File: config.mk
export PLATFORM = sky130hd
export DESIGN_NAME = global_fsm_task_sequencer
export DESIGN_NICKNAME = d
export VERILOG_FILES = /design/src/rtl/global_fsm_task_sequencer_pkg.sv /design/src/rtl/global_fsm_task_sequencer_sat_counter.sv /design/src/rtl/global_fsm_task_sequencer.sv
export SDC_FILE = /design/constraint.sdc
export NUM_CORES = 1
export LEC_CHECK = 0
export CAP_MARGIN = 20
export CORE_ASPECT_RATIO = 1.75
export CORE_MARGIN = 2
export CORE_UTILIZATION = 39
export DETAILED_ROUTE_END_ITERATION = 8
export GPL_ROUTABILITY_DRIVEN = 0
export PLACE_DENSITY = 0.78
export SLEW_MARGIN = 20
export SYNTH_ARGS = -nofsm -noshare
export SYNTH_HDL_FRONTEND = slang
export SYNTH_SLANG_ARGS = --single-unit
File: constraint.sdc
create_clock -name ap_clk -period 4.92 [get_ports ap_clk]
set_clock_uncertainty 0.15 [all_clocks]
set_input_delay 0.984 -clock ap_clk [delete_from_list [all_inputs] [get_ports ap_clk]]
set_output_delay 0.984 -clock ap_clk [all_outputs]
set_load 0.02 [all_outputs]
File: src/rtl/global_fsm_task_sequencer_pkg.sv
// Shared definitions for the global task sequencer: state codes, state enum and
// the field layout of the concatenated kernel scalars.
package global_fsm_task_sequencer_pkg;

  localparam logic [1:0] ST_IDLE_CODE   = 2'b00;
  localparam logic [1:0] ST_START_CODE  = 2'b01;
  localparam logic [1:0] ST_RUN_CODE    = 2'b11;
  localparam logic [1:0] ST_FINISH_CODE = 2'b10;

  typedef enum logic [1:0] {
    ST_IDLE   = ST_IDLE_CODE,
    ST_START  = ST_START_CODE,
    ST_RUN    = ST_RUN_CODE,
    ST_FINISH = ST_FINISH_CODE
  } state_e;

  // Scalar layout: mmap offset in the low 64 bits, seq_len above it.
  localparam int OFFSET_LSB      = 0;
  localparam int OFFSET_W        = 64;
  localparam int SEQ_LEN_LSB     = 64;
  localparam int SEQ_LEN_W       = 32;
  localparam int SCALAR_FIELDS_W = SEQ_LEN_LSB + SEQ_LEN_W;

  function automatic logic [SCALAR_FIELDS_W-1:0] pack_scalars(
    input logic [OFFSET_W-1:0]  offset,
    input logic [SEQ_LEN_W-1:0] seq_len
  );
    logic [SCALAR_FIELDS_W-1:0] packed_scalars;
    packed_scalars = '0;
    packed_scalars[OFFSET_LSB +: OFFSET_W]   = offset;
    packed_scalars[SEQ_LEN_LSB +: SEQ_LEN_W] = seq_len;
    return packed_scalars;
  endfunction

endpackage

File: src/rtl/global_fsm_task_sequencer_sat_counter.sv
// Up-counter with synchronous clear and enable that sticks at all-ones
// instead of wrapping.
module sat_counter #(
  parameter int W = 32
) (
  input  logic         clk,
  input  logic         rst,
  input  logic         clear,
  input  logic         en,
  output logic [W-1:0] count
);

  logic [W-1:0] count_q;
  logic [W-1:0] count_d;

  always_comb begin
    count_d = count_q;
    if (clear) begin
      count_d = '0;
    end else if (en && (count_q != {W{1'b1}})) begin
      count_d = count_q + W'(1);
    end
  end

  always_ff @(posedge clk or posedge rst) begin
    if (rst) begin
      count_q <= '0;
    end else begin
      count_q <= count_d;
    end
  end

  assign count = count_q;

endmodule

File: src/rtl/global_fsm_task_sequencer.sv
// Host-facing control FSM: accepts ap_start, broadcasts latched scalars and a
// global start to the task FSMs, waits for all of them, then pulses done.
module global_fsm_task_sequencer
  import global_fsm_task_sequencer_pkg::*;
#(
  parameter int N_TASKS  = 4,
  parameter int SCALAR_W = 96,
  parameter int CNT_W    = 32
) (
  input  logic                ap_clk,
  input  logic                ap_rst,
  input  logic                ap_start,
  output logic                ap_ready,
  output logic                ap_done,
  output logic                ap_idle,
  input  logic [SCALAR_W-1:0] s_scalars,
  output logic [SCALAR_W-1:0] global_fsm_s_scalars,
  output logic                global_fsm_ap_start,
  output logic                global_fsm_ap_done,
  input  logic [N_TASKS-1:0]  task_is_done,
  output logic [CNT_W-1:0]    run_cycles,
  output logic [N_TASKS-1:0]  done_seen
);

  state_e              state_q;
  state_e              state_d;
  logic [SCALAR_W-1:0] scalars_q;
  logic [SCALAR_W-1:0] scalars_d;
  logic [N_TASKS-1:0]  done_seen_q;
  logic [N_TASKS-1:0]  done_seen_d;
  logic                all_done;
  logic                cnt_clear;
  logic                cnt_en;

  // Completion is judged on the live flags; done_seen is only a debug record.
  assign all_done = &task_is_done;

  always_comb begin
    state_d             = state_q;
    scalars_d           = scalars_q;
    done_seen_d         = done_seen_q;
    ap_idle             = 1'b0;
    ap_ready            = 1'b0;
    ap_done             = 1'b0;
    global_fsm_ap_start = 1'b0;
    global_fsm_ap_done  = 1'b0;
    cnt_clear           = 1'b0;
    cnt_en              = 1'b0;
    case (state_q)
      ST_IDLE: begin
        ap_idle = 1'b1;
        if (ap_start) begin
          state_d   = ST_START;
          scalars_d = s_scalars;
        end
      end
      ST_START: begin
        ap_ready            = 1'b1;
        global_fsm_ap_start = 1'b1;
        cnt_clear           = 1'b1;
        done_seen_d         = '0;
        state_d             = ST_RUN;
      end
      ST_RUN: begin
        cnt_en      = 1'b1;
        done_seen_d = done_seen_q | task_is_done;
        if (all_done) begin
          state_d = ST_FINISH;
        end
      end
      ST_FINISH: begin
        ap_done            = 1'b1;
        global_fsm_ap_done = 1'b1;
        state_d            = ST_IDLE;
      end
      default: begin
        state_d = ST_IDLE;
      end
    endcase
  end

  always_ff @(posedge ap_clk or posedge ap_rst) begin
    if (ap_rst) begin
      state_q     <= ST_IDLE;
      scalars_q   <= '0;
      done_seen_q <= '0;
    end else begin
      state_q     <= state_d;
      scalars_q   <= scalars_d;
      done_seen_q <= done_seen_d;
    end
  end

  sat_counter #(
    .W(CNT_W)
  ) u_run_counter (
    .clk  (ap_clk),
    .rst  (ap_rst),
    .clear(cnt_clear),
    .en   (cnt_en),
    .count(run_cycles)
  );

  assign global_fsm_s_scalars = scalars_q;
  assign done_seen            = done_seen_q;

endmodule

==> metrics.md <==
| Metric | Value |
|---|---|
| Portion of total power attributed to sequential cells | 0.322 |
| Period utilisation layout | 0.725 |
| Number of top-level pins | 240 |
| Chip width | 96.0 um |
| Dominant combinational cell family by area after synthesis | multiplexers |
| Number of cells in the finished layout apart from fillers | 874 |
| Initial standard-cell utilization of the core | 0.400 |
| Die Footprint | 15800 um2 |
| Post-synthesis async set-or-reset flop share | 1.00 |
| Starting DRC count in detailed routing | 184 |
| Crit-path max FO | 15 |
| Pin count of the biggest net entering global routing | 73 |
| HPWL after detailed placement | 12600 um |
| Clock root cell | sky130_fd_sc_hd__clkbuf_16 |
| Primary FF master, synth | sky130_fd_sc_hd__dfrtp_1 |
| Cell mode on critical path | sky130_fd_sc_hd__inv_1 |
| Actual slew at the worst max-slew pin | 1.04 ns |
| Routed vias | 4792 |
| Slowest library cell on the worst path | sky130_fd_sc_hd__clkdlybuf4s50_1 |
| Leak | 3.64 nW |
| Final Net Count | 786 |
| Total power | 5.54 mW |
| Clock transition time at the flip-flop clock pins of the worst setup and hold paths | 0.06 ns |
| Sequential element share of the synthesized area | 0.581 |
| Total clock buffers created by CTS | 17 |
| Power per Cell Area | 622 nW/um2 |
| Clock Sink Count | 134 |
| Critical hold path startpoint | done_seen[2]$_DFFE_PP0N_ |
| Post-detailed-routing wire length | 17000 um |
| Unrepaired setup endpoints after global routing | no |
| Design Area, Final | 8910 um2 |
| Xor and xnor area share after synthesis | 0 |
| Final setup TNS | 0 ns |
| Required time at the endpoint of the critical path | 3.79 ns |
| Final core utilization | 0.617 |
| Synthesized instance count | 446 |
| Total of buffers placed on input and output ports | 239 |
| Routed wire length per instance | 19.5 um |
| Peak supply drop | 0.000460 V |
| Global-route usage over all layers | 0.216 |
| Critical path's top delay family | buffers and inverters |
| Synthesized area per cell | 12.9 um2 |
| Critical path start-end classification | register to output pin |
| Final antenna-violating net count | 0 |
| Placeable core region | 14400 um2 |
| Clock tree from TritonCTS | yes |
| Insertion delay to the later sink of the worst-skew pair | 0.40 ns |
| Vias in the first global route | 4974 |
| Cell area after technology mapping | 5770 um2 |
| Sort of element at the end of the critical path | output pin |
| Vert. Die Dim | 165 um |
| Critical Path Source | state_q[1]$_DFFE_PP0P_ |
| CP Launch Type | register |
| Length of the first detailed-routing pass in iterations | 7 |
| Area post-placement | 8300 um2 |
| Simple-Gate Fraction of Synth Area | 0.121 |
| Total global routing overflow | 0 |
| Setup violations, final | 0 |
| Buf+Inv Stages, Crit Path | 3 |
| Hold Path Class | register to register |
| Floorplan row count | 58 |
| Proportion of layout cells with a drive suffix above 1 | 0.215 |
| Combinational share of power | 0.442 |
| Startpoint of the lowest-slack register-to-register path | u_run_counter.count[0]$_DFFE_PP0P_ |
| Switching Fraction | 0.350 |
| Worst path max stage delay | 0.68 ns |
| Post-CTS Hold Fix Bufs | 0 |
| Series of cell instances along the critical path | inv_1, nand2_1, inv_1, clkdlybuf4s50_1 |
| Count of flip-flops with a built-in enable after synthesis | 0 |
| Diodes inserted | 0 |
| Clock tree buffer depth | 2 |
| Outcome | finished, final reports clean |
| Hold Vio Cnt, Final | 0 |
| Yosys reg bits | 134 |
| Number of DRC violations after detailed routing | 0 |
| Multiplexer area fraction after synthesis | 0.191 |
| Post-synthesis compound-gate area fraction | 0.0780 |
| Relative contribution of the clock network to total power | 0.236 |
| Fillers | 1153 |
| Synthesized Nets | 550 |
| DP Cell Count | 843 |
| Worst EP arrival | 2.43 ns |
| Netlist cell types | 52 |
| Buffer count from post-CTS setup fixing | 0 |
| Post-layout minimum cycle time | 3.57 ns |
| Peak clock frequency supported by timing | 280 MHz |
| Net load switching power | 1.94 mW |
| Post-synthesis adder-cell area fraction | 0.00217 |
| Number of gates resized after cts | 0 |
| Number of vias per cell | 5.48 |
| Int Pwr | 3.60 mW |
| Final count of pins violating max slew | 0 |
| Number of violations of the max-capacitance limit | 0 |
| H-tree depth reported by CTS | 4 |
| Number of antenna violations at the first check in global routing | 0 |
| Global-route wire length before repair | 25900 um |
| Area added between synthesis and finish | 54.4% |
| Worst slew slack as a fraction of its limit | 0.307 |
| Synthesis warning total | 0 |
-- per-stage QoR --
| stage | worst slack [ns] | hold WS, ns |
|---|---|---|
| 4_1_cts | 1.39 | 0.359 |
| 6_report | 1.35 | 0.351 |
| 3_5_place_dp | 1.64 | 0.343 |
| 2_1_floorplan | 0.203 | 0.396 |
| 5_1_grt | 1.29 | 0.368 |
| 3_3_place_gp | 1.74 | 0.332 |
-- kinds of logic after synthesis --
group / after synthesis
flops: 134
simple gates: 122
mux: 98
compound gates: 57
buf+inv: 34
fa+ha+maj: 1
-- flip-flops by register name, summed over array words and instances (netlist names) --
register              flops
state_q                   2
u_run_counter.count      32
global_fsm_s_scalars     96
done_seen                 4
-- path summary, 6_finish.rpt --
path	slack, ns	cells after the start	endpoint
max	1.35	4	ap_ready
max in group asynchronous	2.66	3	global_fsm_s_scalars[18]$_DFFE_PP0P_
min in group asynchronous	0.98	2	global_fsm_s_scalars[42]$_DFFE_PP0P_
min reg2reg	0.35	2	done_seen[2]$_DFFE_PP0N_
min	0.35	2	done_seen[2]$_DFFE_PP0N_
max reg2reg	1.75	6	u_run_counter.count[25]$_DFFE_PP0P_
-- cell usage in the layout (no fill, tap or decap), drive strengths merged, types with 4 or more instances in the layout --
master         instances
nor2                  21
a221o                  9
dfrtp                134
nand4                 15
o31ai                  7
mux2                  97
clkdlybuf4s50        239
nand2                 24
inv                   12
buf                    5
a21oi                  7
nand3                 17
o21ai                  6
clkbuf                18
o311ai                 4
nor4                   8
or4                    8
nor3                  12
and4                   8
-- layout make-up --
type | instances | area (um2) | share of cell area
Timing Repair Buffer | 244 | 2430 | 0.273
Multi-Input combinational cell | 278 | 2270 | 0.254
Tap cell | 180 | 225 | 0.0253
Clock inverter | 13 | 170 | 0.0191
Clock buffer | 18 | 439 | 0.0493
Inverter | 7 | 28.8 | 0.00323
Sequential cell | 134 | 3350 | 0.376
-- power by group through the flow --
stage | logic [mW] | registers, mW | clock network, mW
2_1_floorplan | 0.730 | 2.32 | 0
3_3_place_gp | 2.42 | 1.78 | 0
3_5_place_dp | 2.47 | 1.81 | 0
4_1_cts | 2.48 | 1.79 | 1.34
5_1_grt | 2.58 | 1.84 | 1.39
6_report | 2.45 | 1.78 | 1.31
-- layer usage --
layer	share of wire	vias to the layer above	track usage
met5	0	-	0
met4	0.030	0	0.0890
met3	0.070	38	0.0465
met2	0.55	257	0.399
met1	0.35	2361	0.231
li1	-	2136	-
-- cells in the mapped netlist (all sizes together) (3+ instances only) --
library cell,count,area [um2]
a211o,3,26.3
a21oi,7,35.0
a221o,9,90.1
and2,3,18.8
and4,8,70.1
buf,9,60.1
clkbuf,18,68.8
dfrtp,134,3350
inv,7,26.3
mux2,97,1090
nand2,24,90.1
nand3,17,95.1
nand4,15,100
nor2,21,78.8
nor3,12,60.1
nor4,8,62.6
o21ai,6,33.8
o311ai,4,35.0
o31ai,7,52.6
or4,8,67.6
-- worst reg2reg max path, cell delays in order, from the launching register on --
cell and delay [ns]:
sky130_fd_sc_hd__dfrtp_1 0.41, sky130_fd_sc_hd__ha_1 0.21, sky130_fd_sc_hd__nand3_2 0.14, sky130_fd_sc_hd__or4_1 0.56, sky130_fd_sc_hd__and3b_1 0.74, sky130_fd_sc_hd__nor2_1 0.42
sky130_fd_sc_hd__a221o_1 0.43
(Power assumes the default switching activity.)
